==> src/rtl/mmio_out_port.sv <==
// Memory-mapped output port: stores to TXDATA queue words in a FIFO that drains
// over a valid/ready stream; loads return status, control and a sent-word count.
module mmio_out_port #(
   parameter logic [31:0] BASE_ADDR = 32'hFFFF_0000,
   parameter int          DEPTH     = 8
) (
   input  logic        clk,
   input  logic        reset,
   input  logic        we,
   input  logic [31:0] a,
   input  logic [31:0] wd,
   output logic [31:0] rd,
   output logic        sel,
   output logic [31:0] out_data,
   output logic        out_valid,
   input  logic        out_ready
);

   localparam int AW = $clog2(DEPTH);
   localparam int CW = AW + 1;
   localparam logic [AW-1:0] PTR_ONE  = AW'(1);
   localparam logic [CW-1:0] CNT_ONE  = CW'(1);
   localparam logic [CW-1:0] CNT_FULL = CW'(DEPTH);

   localparam logic [1:0] REG_TXDATA = 2'd0;
   localparam logic [1:0] REG_STATUS = 2'd1;
   localparam logic [1:0] REG_CTRL   = 2'd2;
   localparam logic [1:0] REG_SENT   = 2'd3;

   logic [31:0]   mem_r [DEPTH];
   logic [AW-1:0] head_r;
   logic [AW-1:0] tail_r;
   logic [CW-1:0] count_r;
   logic          ovf_r;
   logic          en_r;
   logic [31:0]   sent_r;

   logic          wr_s;
   logic          empty_s;
   logic          full_s;
   logic          push_req_s;
   logic          push_s;
   logic          pop_s;
   logic          flush_s;
   logic          ovf_set_s;
   logic          ovf_clr_s;
   logic          en_wr_s;
   logic [31:0]   status_s;
   logic          unused_s;

   assign sel        = (a[31:4] == BASE_ADDR[31:4]);
   assign wr_s       = we && sel;
   assign empty_s    = (count_r == {CW{1'b0}});
   assign full_s     = (count_r == CNT_FULL);
   assign out_valid  = en_r && !empty_s;
   assign out_data   = mem_r[head_r];
   assign pop_s      = out_valid && out_ready;
   assign push_req_s = wr_s && (a[3:2] == REG_TXDATA);
   assign en_wr_s    = wr_s && (a[3:2] == REG_CTRL);
   assign flush_s    = en_wr_s && wd[1];
   // A full FIFO still accepts a word when the head leaves in the same cycle.
   assign push_s     = push_req_s && !flush_s && (!full_s || pop_s);
   assign ovf_set_s  = push_req_s && !flush_s && full_s && !pop_s;
   assign ovf_clr_s  = wr_s && (a[3:2] == REG_STATUS) && wd[2];
   assign unused_s   = ^a[1:0];

   // STATUS register image.
   always_comb begin
      status_s           = 32'd0;
      status_s[8 +: CW]  = count_r;
      status_s[3]        = en_r;
      status_s[2]        = ovf_r;
      status_s[1]        = full_s;
      status_s[0]        = empty_s;
   end

   // Load data mux; zero outside the window.
   always_comb begin
      rd = 32'd0;
      if (sel) begin
         case (a[3:2])
            REG_STATUS: rd = status_s;
            REG_CTRL:   rd = {31'd0, en_r};
            REG_SENT:   rd = sent_r;
            default:    rd = 32'd0;
         endcase
      end else begin
         rd = 32'd0;
      end
   end

   // FIFO storage, deliberately not reset.
   always_ff @(posedge clk) begin
      if (push_s) begin
         mem_r[tail_r] <= wd;
      end
   end

   // Pointers, count, control and counters; flush overrides push and pop.
   always_ff @(posedge clk) begin
      if (reset) begin
         head_r  <= {AW{1'b0}};
         tail_r  <= {AW{1'b0}};
         count_r <= {CW{1'b0}};
         ovf_r   <= 1'b0;
         en_r    <= 1'b0;
         sent_r  <= 32'd0;
      end else begin
         if (pop_s) begin
            sent_r <= sent_r + 32'd1;
         end
         if (flush_s) begin
            head_r  <= {AW{1'b0}};
            tail_r  <= {AW{1'b0}};
            count_r <= {CW{1'b0}};
         end else begin
            if (push_s) begin
               tail_r <= tail_r + PTR_ONE;
            end
            if (pop_s) begin
               head_r <= head_r + PTR_ONE;
            end
            case ({push_s, pop_s})
               2'b10:   count_r <= count_r + CNT_ONE;
               2'b01:   count_r <= count_r - CNT_ONE;
               default: count_r <= count_r;
            endcase
         end
         if (ovf_set_s) begin
            ovf_r <= 1'b1;
         end else if (ovf_clr_s) begin
            ovf_r <= 1'b0;
         end
         if (en_wr_s) begin
            en_r <= wd[0];
         end
      end
   end

endmodule

==> config.mk <==
export PLATFORM = sky130hd
export DESIGN_NAME = mmio_out_port
export DESIGN_NICKNAME = d
export VERILOG_FILES = /design/src/rtl/mmio_out_port.sv
export SDC_FILE = /design/constraint.sdc
export NUM_CORES = 1
export LEC_CHECK = 0
export BUFFER_PORTS_ARGS = -buffer_cell sky130_fd_sc_hd__buf_2
export CELL_PAD_IN_SITES_DETAIL_PLACEMENT = 0
export CELL_PAD_IN_SITES_GLOBAL_PLACEMENT = 1
export CORE_MARGIN = 1.5
export CORE_UTILIZATION = 51
export CTS_CLUSTER_SIZE = 40
export DETAILED_ROUTE_END_ITERATION = 10
export HOLD_SLACK_MARGIN = 0.05
export PLACE_DENSITY = 0.8
export REMOVE_ABC_BUFFERS = 1
export SKIP_CTS_REPAIR_TIMING = 1
export SLEW_MARGIN = 30
export SYNTH_ARGS = -nofsm -noshare
export SYNTH_HDL_FRONTEND = slang
export SYNTH_SLANG_ARGS = --single-unit
==> constraint.sdc <==
create_clock -name clk -period 11.2 [get_ports clk]
set_input_delay 1.12 -clock clk [delete_from_list [all_inputs] [get_ports clk]]
set_output_delay 1.12 -clock clk [all_outputs]
set_load 0.03 [all_outputs]
==> results.txt <==
Wires add up to 23600 um. The worst setup path is launched from a primary input. Clock-pin slew reported for the worst setup and hold paths after clock tree synthesis: 0.06 ns.

The nature of the critical path endpoint is an output port. Port buffering added 131 buffers. Summing every instance area after synthesis gives 12200 um2. The ratio of cells with drive above 1 in the final layout was 0.349; the post-synthesis area per instance was 17.7 um2. The tools report the starting density of the core as 0.519. The tools report the source of the worst register-to-register timing path as count_r[0]. The die covers 24800 um2.

The relative max-transition margin was 0.385; the count of flip-flops with a built-in enable after synthesis was 256. The largest fanout on the critical path is 23, and the routed wire length on met3 is 1710 um. The first global-routing pass estimated 37100 um of wire. In this design, the stage delay of the slowest critical-path cell is 0.58 ns. The power density over the cells works out to 154 nW/um2. Dividing the detail-routed via count by the number of cells gives 5.55. In the synthesized netlist, the number of instances is 689. Setup repair after global routing left no endpoint under its margin. Across the run, the number of max-cap violations was 0.

Detailed routing inserted a total of 6544 vias. The region available for standard cell placement spans 23500 um2. The number of buffer and inverter instances along the worst setup path was 2; the sum of negative setup slack was 0 ns. Counting cells, the worst reg-to-reg path comes to 6. In the synthesized netlist the dominant register cell turns out to be sky130_fd_sc_hd__edfxtp_1.

The synthesized netlist contains 45 unique library cells. The fill cell instance count of the final layout is 1724. The run finished with clean final reports. During synthesis, Yosys emitted a total of 0 warnings.

The tools report the placement row count as 56. The count of cells in the finished layout, fillers not included, comes to 1179. The run gives 10.08 ns as the endpoint required time on the critical path. Clock tree synthesis selected as its root buffer the cell sky130_fd_sc_hd__clkbuf_16. The detail route stage leaves a number of antenna-violating nets equal to 0. The total count of hold-check failures in the final report is 0, and the chip height is 158 um. The signal on the critical path passes through buf_2 -> or4b_4 -> nor4_4 -> nand3_4 -> nor2_2 -> and2_1 -> buf_2. The tools report the number of levels the H-tree was split into as 1.

By instance count, the cell type seen most on the critical path is sky130_fd_sc_hd__buf_2. Largest area contributor in the netlist: sky130_fd_sc_hd__edfxtp_1. For flop-to-flop paths, the worst setup slack is 8.12 ns. The leakage dissipation was 4.79 nW. Data on the critical path arrives at its endpoint at 3.53 ns. TritonCTS built the clock tree.

For this run, design rule violations remaining after detail routing come to 0. At the placement stage, the worst setup path has a slack of 6.43 ns. The launch instance of the worst min-delay path is head_r[1]. The clock period minus final worst setup slack works out to 4.65 ns. The logs give 0 for the number of max-slew violations in the final report and 370 for the first-iteration detailed-routing DRC count. Summing all multi-input logic gate instances after layout gives 3480 um2.

Total grt overflow: 0. For the total clock sinks, the log shows 303. For the worst-skew pair, the clock arrives at the later sink with an insertion delay of 0.54 ns. Sorting the synthesized cells by how often they occur yields sky130_fd_sc_hd__edfxtp_1 (256), sky130_fd_sc_hd__mux4_2 (64), sky130_fd_sc_hd__nor2_1 (48). The number of placed instances, taps included, is 1122. In this run the critical register-to-register path is captured at mem_r[2][7]. The tools report the portion of the post-synthesis area used by sequential elements as 0.708. The final worst hold slack was 0.479 ns; the routed length on met1 was 9710 um. For the maximum count of clock buffers along a single path, the log shows 3.

The fraction of synthesized cell area taken by the top area cell type came out at 0.631. The most repeated cell in the gate-level netlist after synthesis is sky130_fd_sc_hd__edfxtp_1. Compared with the post-synthesis result, the final layout area differs by 16.7%. The pin count of the biggest net entering global routing was 65; the global-route usage over all layers was 0.196. The run gives 6926 as the number of global-route vias before repair. The detailed router used layers up to and including met5. Detailed placement ended at an HPWL of 13900 um. Counting the buffers created by CTS gives 30.

The share of the clock period used by the worst path is 0.415. Grouping stages by cell kind, the critical path spends the most delay in simple AND/OR/NAND/NOR gates. For the number of nets in the finished design, the log shows 907. The number of antenna violations at the first check in global routing was 2; the post-detailed-route wirelength per cell was 20.0 um.

Setup violations remaining at the end of the flow were counted as 0. In the post-synthesis netlist, the biggest area contributors are sky130_fd_sc_hd__edfxtp_1 (63%), sky130_fd_sc_hd__mux4_2 (12%), sky130_fd_sc_hd__dfxtp_1 (7.7%), sky130_fd_sc_hd__mux2_2 (3.1%), sky130_fd_sc_hd__nor2_1 (1.5%). The slowest stage of the critical path is the sky130_fd_sc_hd__nor4_4 cell.

Along the worst hold path, the cell count comes to 2. The tightest min-delay check is of the register to register type. The logs give 4 for the number of detailed-routing iterations run before antenna repair and 215 MHz for the maximum clock frequency. During I/O placement, the number of pins put on the boundary was 134. The proportion of register bits with asynchronous set or reset after synthesis is 0, and the maximum ir drop on the vdd rail is 119 uV. By startpoint and endpoint, the worst setup path is classified as primary input to output port.

From left edge to right edge, the die measures 158 um. The run gives 0.850 as the global placement routability congestion. Sequential cell area: 8640 um2. The routed design uses 11800 um of met2 wire. For the pin with the worst max-slew slack, the measured transition is 0.923 ns.

Setup slack on the critical path of the routed design comes to 6.55 ns. The tools report the final clock skew as 0.0229 ns. The register bit total from synthesis is 303.
-- through the flow --
step	power [mW]	util	instance area, um2
after floorplan	1.25	-	12100
final	2.19	0.606	14200
after global routing	2.26	0.606	14200
after CTS	2.21	0.605	14200
after detailed placement	1.27	0.566	13300
after global placement	1.27	0.565	13300
-- worst register-to-register path: stages (launching register included) --
cell                      delay (ns)
sky130_fd_sc_hd__dfxtp_1        0.49
sky130_fd_sc_hd__nor3_1         0.16
sky130_fd_sc_hd__nand3_1        0.17
sky130_fd_sc_hd__nand4_4        0.24
sky130_fd_sc_hd__or2_1          0.44
sky130_fd_sc_hd__nor3_2         0.68
sky130_fd_sc_hd__buf_4          0.52
-- flip-flops by register name, summed over array words and instances (netlist names), named ones only --
signal / cells
head_r: 3
mem_r: 256
sent_r: 32
ovf_r: 1
count_r: 4
en_r: 1
tail_r: 3
-- worst max path at each step --
stage          start      endpoint  slack, ns  cells after the start
6_report       a[13]        rd[17]       6.55                      7
5_1_grt        a[13]        rd[17]       6.36                      7
4_1_cts        a[13]        rd[17]       6.50                      7
3_5_place_dp   a[13]  mem_r[2][23]       6.43                      7
3_3_place_gp   a[13]  mem_r[2][23]       6.52                      7
2_1_floorplan  a[13]   mem_r[0][0]       5.19                      4
-- per-layer routing --
metal | track usage | up-vias
met5 | 0 | -
li1 | - | 3010
met2 | 0.342 | 215
met1 | 0.253 | 3288
met4 | 0.0436 | 2
met3 | 0.0419 | 29
-- kinds of logic after synthesis --
kind of cell	count (synthesis)	share of synthesized area
buffers and inverters	34	0.0110
AO/OA/AOI/OAI	19	0.00873
XOR/XNOR	32	0.0230
flip-flops	303	0.708
multiplexers	111	0.160
AND/OR/NAND/NOR	186	0.0846
adder cells (fa/ha/maj)	4	0.00411
-- layout make-up --
type / instances / area share
antenna: 1 / 0.000176
clock buffer: 46 / 0.0606
clock inverter: 10 / 0.00528
inverter: 4 / 0.00106
multi-input combinational: 352 / 0.244
sequential: 303 / 0.607
tap: 319 / 0.0281
timing repair buffer: 144 / 0.0530
-- report_power, final --
group | leakage [nW] | internal, mW | switching [mW] | total (mW)
sequential | 2.68 | 1.22 | 0.0000000000745 | 1.22
combinational | 1.65 | 0.00994 | 0.0185 | 0.0284
clock | 0.461 | 0.551 | 0.393 | 0.944
total | 4.79 | 1.78 | 0.411 | 2.19
-- cells in the final DEF, fill, tap and decap left out, types with 3 or more instances in the layout --
| master | n |
|---|---|
| sky130_fd_sc_hd__edfxtp_1 | 256 |
| sky130_fd_sc_hd__buf_2 | 131 |
| sky130_fd_sc_hd__mux4_2 | 64 |
| sky130_fd_sc_hd__nor2_1 | 45 |
| sky130_fd_sc_hd__dfxtp_1 | 44 |
| sky130_fd_sc_hd__mux2_2 | 33 |
| sky130_fd_sc_hd__clkbuf_16 | 31 |
| sky130_fd_sc_hd__and2_1 | 27 |
| sky130_fd_sc_hd__nand2_1 | 26 |
| sky130_fd_sc_hd__xor2_1 | 17 |
| sky130_fd_sc_hd__nand4_1 | 15 |
| sky130_fd_sc_hd__xnor2_1 | 15 |
| sky130_fd_sc_hd__mux2i_1 | 14 |
| sky130_fd_sc_hd__buf_4 | 13 |
| sky130_fd_sc_hd__clkbuf_1 | 12 |
| sky130_fd_sc_hd__nand3_1 | 10 |
| sky130_fd_sc_hd__nor3_1 | 9 |
| sky130_fd_sc_hd__a21oi_1 | 8 |
| sky130_fd_sc_hd__and3_1 | 8 |
| sky130_fd_sc_hd__nor4_1 | 6 |
| sky130_fd_sc_hd__o21ai_0 | 6 |
| sky130_fd_sc_hd__nand2b_1 | 5 |
| sky130_fd_sc_hd__and4_1 | 5 |
| sky130_fd_sc_hd__clkinv_2 | 5 |
| sky130_fd_sc_hd__inv_1 | 4 |
| sky130_fd_sc_hd__ha_1 | 4 |
| sky130_fd_sc_hd__or4_1 | 3 |
| sky130_fd_sc_hd__nor2_4 | 3 |
| sky130_fd_sc_hd__nor3_2 | 3 |
| sky130_fd_sc_hd__or3_1 | 3 |
| sky130_fd_sc_hd__clkinv_1 | 3 |
| sky130_fd_sc_hd__clkbuf_8 | 3 |
Power figures use the tool's default switching activity.
